===== config.mk =====
export PLATFORM = sky130hd
export DESIGN_NAME = err_monitor_bank
export DESIGN_NICKNAME = d
export VERILOG_FILES = /design/src/rtl/err_monitor_bank.sv
export SDC_FILE = /design/constraint.sdc
export NUM_CORES = 1
export LEC_CHECK = 0
export ABC_AREA = 1
export CAP_MARGIN = 10
export CELL_PAD_IN_SITES_DETAIL_PLACEMENT = 1
export CELL_PAD_IN_SITES_GLOBAL_PLACEMENT = 2
export CORE_AREA = 2 2 204 206
export DETAILED_ROUTE_END_ITERATION = 10
export DIE_AREA = 0 0 206 208
export PLACE_DENSITY = 0.84
export SYNTH_ARGS = -nofsm -noshare
export SYNTH_HDL_FRONTEND = slang
export SYNTH_SLANG_ARGS = --single-unit
export TNS_END_PERCENT = 1

===== constraint.sdc =====
create_clock -name clk -period 2.9 [get_ports clk]
set_input_delay 0.87 -clock clk [delete_from_list [all_inputs] [get_ports clk]]
set_output_delay 0.87 -clock clk [all_outputs]
set_load 0.005 [all_outputs]

===== src/rtl/err_monitor_bank.sv =====
// +-----------------------------------------------------------------------+
// | err_monitor_bank: multi-channel error counter bank with a run timer   |
// | Rev 1.0 - initial release                                             |
// +-----------------------------------------------------------------------+
`default_nettype none

module err_monitor_bank #(
  parameter int NCH  = 4,
  parameter int CNTW = 32,
  parameter int SELW = (NCH > 1) ? $clog2(NCH) : 1
) (
  input  logic            clk,
  input  logic            rst_n,
  input  logic            start,
  input  logic            clear,
  input  logic            mode,
  input  logic [CNTW-1:0] win_len,
  input  logic [NCH-1:0]  err_in,
  input  logic [SELW-1:0] ch_sel,
  output logic [CNTW-1:0] rd_err_cnt,
  output logic [CNTW-1:0] cycle_cnt,
  output logic            busy,
  output logic            done,
  output logic            cnt_full,
  output logic            any_sat
);

  typedef enum logic [1:0] {
    S_IDLE = 2'd0,
    S_RUN  = 2'd1,
    S_DONE = 2'd2
  } state_t;

  localparam logic [CNTW-1:0] C_MAX = '1;
  localparam logic [CNTW-1:0] C_ONE = CNTW'(1);

  state_t          r_state;
  state_t          w_next_state;
  logic [CNTW-1:0] r_err_cnt [NCH];
  logic [CNTW-1:0] r_cycle_cnt;
  logic [CNTW-1:0] r_win_q;
  logic [CNTW-1:0] r_rd_err_cnt;
  logic [NCH-1:0]  r_sat;
  logic            r_cnt_full;
  logic            r_any_sat;

  logic            w_start_run;
  logic            w_count;
  logic [CNTW-1:0] w_cyc_inc;
  logic [NCH-1:0]  w_err_hit;
  logic [NCH-1:0]  w_sat_next;
  logic [CNTW-1:0] w_rd_sel;

  assign w_cyc_inc = (r_cycle_cnt == C_MAX) ? C_MAX : (r_cycle_cnt + C_ONE);

  always_comb begin
    w_next_state = r_state;
    w_start_run  = 1'b0;
    w_count      = 1'b0;
    case (r_state)
      S_IDLE: begin
        if (start) begin
          w_start_run = 1'b1;
          // A zero-length window completes without ever counting a cycle.
          w_next_state = (mode && (win_len == '0)) ? S_DONE : S_RUN;
        end
      end
      S_RUN: begin
        if (!mode && !start) begin
          w_next_state = S_DONE;
        end else begin
          w_count = 1'b1;
          if ((w_cyc_inc == C_MAX) || (mode && (w_cyc_inc == r_win_q)))
            w_next_state = S_DONE;
        end
      end
      S_DONE: begin
        if (!start) w_next_state = S_IDLE;
      end
      default: w_next_state = S_IDLE;
    endcase
    if (clear) begin
      w_next_state = S_IDLE;
      w_start_run  = 1'b0;
      w_count      = 1'b0;
    end
  end

  always_comb begin
    w_err_hit  = '0;
    w_sat_next = r_sat;
    w_rd_sel   = '0;
    for (int i = 0; i < NCH; i++) begin
      w_err_hit[i]  = err_in[i] && (r_err_cnt[i] != C_MAX);
      w_sat_next[i] = r_sat[i] | (w_err_hit[i] && (r_err_cnt[i] == (C_MAX - C_ONE)));
      if (ch_sel == SELW'(i)) w_rd_sel = r_err_cnt[i];
    end
  end

  always_ff @(posedge clk or negedge rst_n) begin
    if (!rst_n) r_state <= S_IDLE;
    else        r_state <= w_next_state;
  end

  always_ff @(posedge clk or negedge rst_n) begin
    if (!rst_n) begin
      r_cycle_cnt  <= '0;
      r_win_q      <= '0;
      r_rd_err_cnt <= '0;
      r_sat        <= '0;
      r_cnt_full   <= 1'b0;
      r_any_sat    <= 1'b0;
      for (int i = 0; i < NCH; i++) r_err_cnt[i] <= '0;
    end else if (clear) begin
      r_cycle_cnt  <= '0;
      r_win_q      <= '0;
      r_rd_err_cnt <= '0;
      r_sat        <= '0;
      r_cnt_full   <= 1'b0;
      r_any_sat    <= 1'b0;
      for (int i = 0; i < NCH; i++) r_err_cnt[i] <= '0;
    end else begin
      r_rd_err_cnt <= w_rd_sel;
      if (w_start_run) begin
        r_cycle_cnt <= '0;
        r_win_q     <= win_len;
        r_sat       <= '0;
        r_cnt_full  <= 1'b0;
        r_any_sat   <= 1'b0;
        for (int i = 0; i < NCH; i++) r_err_cnt[i] <= '0;
      end else if (w_count) begin
        r_cycle_cnt <= w_cyc_inc;
        r_cnt_full  <= r_cnt_full | (w_cyc_inc == C_MAX);
        r_sat       <= w_sat_next;
        r_any_sat   <= |w_sat_next;
        for (int i = 0; i < NCH; i++)
          if (w_err_hit[i]) r_err_cnt[i] <= r_err_cnt[i] + C_ONE;
      end
    end
  end

  assign rd_err_cnt = r_rd_err_cnt;
  assign cycle_cnt  = r_cycle_cnt;
  assign busy       = (r_state == S_RUN);
  assign done       = (r_state == S_DONE);
  assign cnt_full   = r_cnt_full;
  assign any_sat    = r_any_sat;

endmodule

`default_nettype wire


==> results of run 1 <==
==> logic make-up (layout without fill, tap and decap cells) <==
group                    Yosys count  count (layout)  synth area share [%]
flip-flops                       232             232                  42.3
XOR/XNOR                          25              25                  1.60
adder cells (fa/ha/maj)            9               9                 0.820
AO/OA/AOI/OAI                    363             363                  15.4
AND/OR/NAND/NOR                  940             940                  31.0
buffers and inverters            316             523                  8.92
==> registers in the layout, indices dropped and copies added, names as in the netlist <==
register	count
r_sat	4
r_err_cnt	128
rd_err_cnt	32
any_sat	1
cycle_cnt	32
r_state	2
cnt_full	1
r_win_q	32
==> cells in the mapped netlist (2+ instances only) <==
library cell                number
sky130_fd_sc_hd__o31ai_1         2
sky130_fd_sc_hd__nor2_4          8
sky130_fd_sc_hd__nor2_2         13
sky130_fd_sc_hd__inv_2           7
sky130_fd_sc_hd__o21ai_1         5
sky130_fd_sc_hd__a21oi_1       103
sky130_fd_sc_hd__nand3_2        12
sky130_fd_sc_hd__nand2_2        14
sky130_fd_sc_hd__nor4_1         16
sky130_fd_sc_hd__o221ai_1       12
sky130_fd_sc_hd__a22oi_1         2
sky130_fd_sc_hd__inv_1         254
sky130_fd_sc_hd__buf_1           5
sky130_fd_sc_hd__nor3b_1         3
sky130_fd_sc_hd__nor3_2          4
sky130_fd_sc_hd__o21ai_0       141
sky130_fd_sc_hd__xor2_1         24
sky130_fd_sc_hd__o22ai_1        19
sky130_fd_sc_hd__ha_1            9
sky130_fd_sc_hd__nand2_1       428
sky130_fd_sc_hd__nor3_1         77
sky130_fd_sc_hd__o211ai_1       33
sky130_fd_sc_hd__buf_6           5
sky130_fd_sc_hd__a31oi_1        12
sky130_fd_sc_hd__a211oi_1        6
sky130_fd_sc_hd__clkinv_1        5
sky130_fd_sc_hd__o21ai_2         2
sky130_fd_sc_hd__dfrtp_1       232
sky130_fd_sc_hd__nand4_1        30
sky130_fd_sc_hd__a2bb2oi_1       2
sky130_fd_sc_hd__a22o_1          4
sky130_fd_sc_hd__nor2_1        199
sky130_fd_sc_hd__nand2_4         8
sky130_fd_sc_hd__o21a_1         10
sky130_fd_sc_hd__nand3_1       120
sky130_fd_sc_hd__clkbuf_1       39
sky130_fd_sc_hd__and3_1          2
==> how the worst min path moves through the flow <==
stage                          endpoint  cells past startpoint
after global routing       cycle_cnt[3]                      1
after detailed placement  r_err_cnt[79]                      1
after floorplan           r_err_cnt[79]                      1
after global placement    r_err_cnt[79]                      1
final                      cycle_cnt[3]                      1
after CTS                 cycle_cnt[14]                      1
==> power breakdown <==
group	total (W)	internal (W)	switching [W]
logic	0.00172	0.000591	0.00113
registers	0.00346	0.00337	0.0000923
clock network	0.00363	0.00211	0.00153
==> metal layers <==
metal	vias up	wire length (um)	global-route usage, %
li1	6607	-	-
met1	6766	22700	32.1
met2	255	25400	42.5
met3	89	1930	2.57
met4	0	1620	7.98
met5	-	0	0
==> final cells by class <==
class | instances | area, um^2 | area share [%]
repair buffers | 208 | 1950 | 11.5
well taps | 532 | 666 | 3.90
flip-flops and latches | 232 | 5810 | 34.0
inverters | 266 | 998 | 5.85
multi-input cells | 1337 | 6710 | 39.3
clock buffers | 38 | 800 | 4.69
clock inverters | 11 | 128 | 0.748
==> cells in the final DEF, fill, tap and decap left out, drive strengths merged, types with 12 or more instances in the layout <==
| master | Yosys | routed |
|---|---|---|
| a21oi | 104 | 104 |
| a31oi | 12 | 12 |
| buf | 11 | 99 |
| clkbuf | 39 | 38 |
| clkdlybuf4s50 | 0 | 109 |
| dfrtp | 232 | 232 |
| inv | 261 | 262 |
| nand2 | 450 | 450 |
| nand3 | 133 | 133 |
| nand4 | 30 | 30 |
| nor2 | 221 | 221 |
| nor3 | 82 | 82 |
| nor4 | 16 | 16 |
| o211ai | 33 | 33 |
| o21ai | 148 | 148 |
| o221ai | 12 | 12 |
| o22ai | 19 | 19 |
| xor2 | 24 | 24 |
==> worst max-delay path, cell delays in order (launching register included) <==
cell	delay (ns)
sky130_fd_sc_hd__dfrtp_1	0.37
sky130_fd_sc_hd__ha_1	0.21
sky130_fd_sc_hd__nand2_2	0.10
sky130_fd_sc_hd__nor2_4	0.15
sky130_fd_sc_hd__nand2_4	0.13
sky130_fd_sc_hd__nor2_8	0.19
sky130_fd_sc_hd__buf_4	0.17
sky130_fd_sc_hd__nand3_2	0.07
sky130_fd_sc_hd__buf_4	0.19
sky130_fd_sc_hd__nand3_1	0.14
sky130_fd_sc_hd__inv_1	0.10
sky130_fd_sc_hd__nor2_1	0.10
sky130_fd_sc_hd__nand2_1	0.05
sky130_fd_sc_hd__nor2_1	0.10
sky130_fd_sc_hd__nand3_1	0.14
sky130_fd_sc_hd__nand2_1	0.10
sky130_fd_sc_hd__inv_1	0.05
sky130_fd_sc_hd__nand2_2	0.08
sky130_fd_sc_hd__nand3_1	0.07
sky130_fd_sc_hd__nand2_1	0.06
==> stage by stage <==
stage / cell area, um^2 / hold WS (ns) / worst slack (ns) / power, W / setup TNS [ns]
floorplan: 13700 / 0.423 / 0.671 / 0.00438 / 0
global placement: 16100 / 0.438 / -0.00184 / 0.00520 / -0.00184
detailed placement: 16100 / 0.460 / -0.0624 / 0.00524 / -0.140
CTS: 17000 / 0.260 / 0.174 / 0.00891 / 0
global route: 17100 / 0.275 / 0.00747 / 0.00924 / 0
finish: 17100 / 0.261 / 0.263 / 0.00882 / 0
==> timing repair <==
item | 4_1_cts | 5_1_grt
buffers inserted | 0 | 1
setup endpoints to repair | 0 | 3
gates resized for setup | 0 | 3
==> flow_summary.toml, run 1 <==
[outcome]
run_status = "finished, final reports clean"

[detailed_routing]
initial_drt_pass_iterations = 5
dr_total_vias = 13700
postRouteAntennaNets = 0
iter_0_drt_violations = 771
post_drt_via_cell_ratio = 5.23
drc = 0
finalWirelength_um = 51700
drt-wirelength-per-cell_um = 19.7

[placement]
dpl.cell_count = 2574
place.port_buffers = 110
gp_congestion = 0.920
hpwlAfterDp_um = 39500

[critical_path]
timing_endpoint_of_the_critical_path = "r_state[1]"
critPathLaunch = "cycle_cnt[1]"
register_to_register_path_setup_slack_ns = 0.26
setup.worst_path.end_class = "flip-flop"
cp.required_ns = 3.40
worst_r2r_endpoint = "r_state[1]"
worst-path-max-fanout = 7
regToRegStartpoint = "cycle_cnt[1]"
timing_worst_setup_path_type = "flip-flop to flip-flop"
worst_r2r_path_depth = 19
arrival_ns = 3.14
critical_path.startpoint_type = "flip-flop"

[sta]
finalCriticalPeriod_ns = 2.64
tightestPinTransition_ns = 1.24
setup-violations-final = 0
finalCritPeriodShare_pct = 90.9
grt_setup_unrepaired = "no"
fmax_mhz = 379
timing.final.max_slew_violations = 0
max-slew-margin-rel_pct = 17.1
timing.clock.skew_ns = 0.0104
hold_violations = 0

[worst_hold_path]
hp-class = "input port to asynchronous set/reset pin"

[power]
power_density_nw_per_um2 = 517
max-vdd-ir-drop_mv = 0.396
leakagePower_nw = 7.30

[clock_network]
cts_sinks = 232
cts_buffers = 29
clk_pin_slew_ns = 0.06
cts_tree = "yes"
hold_buffers = 0
cts_root_buf = "sky130_fd_sc_hd__clkbuf_16"
clk_latency_ns = 0.57
cts.path.max_buffers = 3
clock_tree.htree_level_count = 1

[yosys]
synth_top_area_share_pct = 42.3
ys_warn_count = 0
synth_edf_count = 0
synth_area_per_cell_um2 = 7.28
netlist-cell-type-count = 55
seq_area_frac_synth_pct = 42.3
ys.flop_type = "sky130_fd_sc_hd__dfrtp_1"
ys_async_sr_fraction_pct = 100
syn_nets = 1937
combined_area_of_all_synthesized_cells_um2 = 13700
synth_area_leaders = "sky130_fd_sc_hd__dfrtp_1, sky130_fd_sc_hd__nand2_1, sky130_fd_sc_hd__inv_1"
synth.largest_area_cell = "sky130_fd_sc_hd__dfrtp_1"
netlist_instances = 1885
ys_ff_latch = 232

[final_layout]
layout.nets = 2126
antenna_cells = 0
final_util_pct = 42.1
fill_cells = 5081
drive_gt1_share_pct = 10.5
syn2layout_area_growth_pct = 24.3
instances_no_fill = 2624

[floorplan]
die-area_um2 = 42800
core_area_um2 = 40600
floorplan.io_pins = 111
die_x_um = 206
initial_utilization_pct = 33.8
die_h_um = 208
placement_rows = 74

[flow_run]
drv.max_cap_violation_count = 0

[grt]
grt_max_degree = 56
via_count_of_the_first_global_routing_pass = 14800
grt_remaining_overflow = 0
gr-usage-all-layers_pct = 24.6
antenna_found_initial = 0
wire_length_of_the_first_global_routing_pass_um = 82800
(Power assumes the default switching activity.)
==> inputs of run 2 (changes only) <==
CORE_AREA = 2 2 215 196   (was 2 2 204 206)
DIE_AREA = 0 0 217 198   (was 0 0 206 208)
==> flow_summary.toml, run 2 (synthesized netlist as in run 1, its figures left out) <==
[critical_path]
worst-path-max-fanout = 20
arrival_ns = 3.17
setup.worst_path.end_class = "flip-flop"
timing_worst_setup_path_type = "flip-flop to flip-flop"
register_to_register_path_setup_slack_ns = 0.24
critical_path.startpoint_type = "flip-flop"
cp.required_ns = 3.41

[detailed_routing]
initial_drt_pass_iterations = 5
iter_0_drt_violations = 708
drc = 0
post_drt_via_cell_ratio = 5.20
finalWirelength_um = 51200
drt-wirelength-per-cell_um = 19.4
dr_total_vias = 13700
postRouteAntennaNets = 0

[final_layout]
layout.nets = 2127
syn2layout_area_growth_pct = 24.9
area_of_the_multi_input_gates_um2 = 6720
layout.cells.most_common_list = "sky130_fd_sc_hd__nand2_1, sky130_fd_sc_hd__inv_1, sky130_fd_sc_hd__dfrtp_1, sky130_fd_sc_hd__nor2_1, sky130_fd_sc_hd__o21ai_0"
layout.cells.most_common = "sky130_fd_sc_hd__nand2_1"
largest_reg_flops = 128
antenna_cells = 0
drive_gt1_share_pct = 10.8
fill_cells = 5101
largest_register = "r_err_cnt"
register_area_um2 = 5810

[sta]
grt_setup_unrepaired = "no"
tightestPinTransition_ns = 0.538
timing.final.max_slew_violations = 0
hold_violations = 0
finalCritPeriodShare_pct = 91.6
setup-violations-final = 0
timing.clock.skew_ns = 0.0128
finalCriticalPeriod_ns = 2.66
postLayoutSetupSlackWorst_ns = 0.244
totalNegativeSetupSlack_ns = 0
max-slew-margin-rel_pct = 63.9
fmax_mhz = 377

[grt]
grt_remaining_overflow = 0
gr-usage-all-layers_pct = 24.1
antenna_found_initial = 0
wire_length_of_the_first_global_routing_pass_um = 81100
via_count_of_the_first_global_routing_pass = 14500
grt_max_degree = 73

[clock_network]
cts_buffers = 29
cts_setup_buffers = 0
cts_tree = "yes"
clk_pin_slew_ns = 0.07
clock_tree.htree_level_count = 1
clk_latency_ns = 0.57
cts_sinks = 232
cts_root_buf = "sky130_fd_sc_hd__clkbuf_16"
cts.path.max_buffers = 3

[floorplan]
die_h_um = 198
initial_utilization_pct = 33.4
die_x_um = 217
die-area_um2 = 43000
core_area_um2 = 41000
placement_rows = 71
floorplan.io_pins = 111

[outcome]
run_status = "finished, final reports clean"

[flow_run]
drv.max_cap_violation_count = 0

[power]
power_w = 0.00898
max-vdd-ir-drop_mv = 0.428
leakagePower_nw = 7.37
power_density_nw_per_um2 = 524

[placement]
place.port_buffers = 110
place_worst_setup_slack_ns = -0.0368
hpwlAfterDp_um = 39600
gp_congestion = 0.911

[worst_hold_path]
hp-class = "input port to asynchronous set/reset pin"
run 2: changes by cell type in the layout (fill, tap and decap cells not counted), moves of 2 or more:
cell,previous run,this run
sky130_fd_sc_hd__clkbuf_8,4,8
sky130_fd_sc_hd__clkinv_2,2,7
sky130_fd_sc_hd__buf_4,89,91
sky130_fd_sc_hd__clkinv_4,3,0
sky130_fd_sc_hd__clkinvlp_4,3,0
sky130_fd_sc_hd__nor2_2,14,16
run 2: report_power, final:
group | switching (W) | total [W] | internal, W
clock network | 0.00151 | 0.00380 | 0.00229
logic | 0.00113 | 0.00171 | 0.000585
registers | 0.0000914 | 0.00346 | 0.00337
run 2: final cells by class:
cell class	count	share of cell area, %
Clock buffer	42	4.99
Clock inverter	10	0.730
Inverter	266	5.83
Multi-Input combinational cell	1337	39.2
Sequential cell	232	33.9
Tap cell	547	3.99
Timing Repair Buffer	209	11.4
run 2: final timing paths:
path                         startpoint            end  cells past startpoint
setup / recovery           cycle_cnt[0]     r_state[1]                     18
hold / removal                    rst_n     r_win_q[3]                      1
setup reg to reg           cycle_cnt[0]     r_state[1]                     18
hold reg to reg                r_sat[1]       r_sat[1]                      2
max in group asynchronous         rst_n  r_err_cnt[28]                      2
min in group clk               r_sat[1]       r_sat[1]                      2
run 2: per-stage QoR:
stage	instances	hold WS [ns]	area [um^2]	util, %
4_1_cts	2643	0.237	17100	41.7
3_3_place_gp	2591	0.440	16100	39.3
3_5_place_dp	2591	0.477	16100	39.3
5_1_grt	2643	0.257	17100	41.8
2_1_floorplan	1885	0.423	13700	-
6_report	2643	0.221	17100	41.8
run 2: metal layers:
metal / GRT usage (%) / part of all wire, %
met3: 2.49 / 3.4
met1: 30.7 / 44
met4: 8.68 / 3.8
met5: 0 / 0
met2: 42.2 / 48
run 2: repair_timing:
action                                  4_1_cts  5_1_grt
hold buffers                                  0        0
endpoints found under the setup margin        0        2
resized for setup                             0        5
hold endpoints to repair                      0        0
run 2: critical path, cell delays in order (launching register included):
cell and delay, ns:
sky130_fd_sc_hd__dfrtp_1 0.42, sky130_fd_sc_hd__ha_1 0.23, sky130_fd_sc_hd__nand2_2 0.10, sky130_fd_sc_hd__nor2_4 0.16
sky130_fd_sc_hd__nand2_4 0.13, sky130_fd_sc_hd__nor2_8 0.19, sky130_fd_sc_hd__nand2_4 0.09, sky130_fd_sc_hd__buf_12 0.16
sky130_fd_sc_hd__nand2_1 0.12, sky130_fd_sc_hd__o21ai_0 0.11, sky130_fd_sc_hd__nor2_1 0.10, sky130_fd_sc_hd__nand2_1 0.16
sky130_fd_sc_hd__nor2_1 0.16, sky130_fd_sc_hd__nand2_1 0.08, sky130_fd_sc_hd__nor2_1 0.09, sky130_fd_sc_hd__nand2_1 0.09
sky130_fd_sc_hd__nand2_2 0.08, sky130_fd_sc_hd__nand3_1 0.06, sky130_fd_sc_hd__nand2_1 0.06
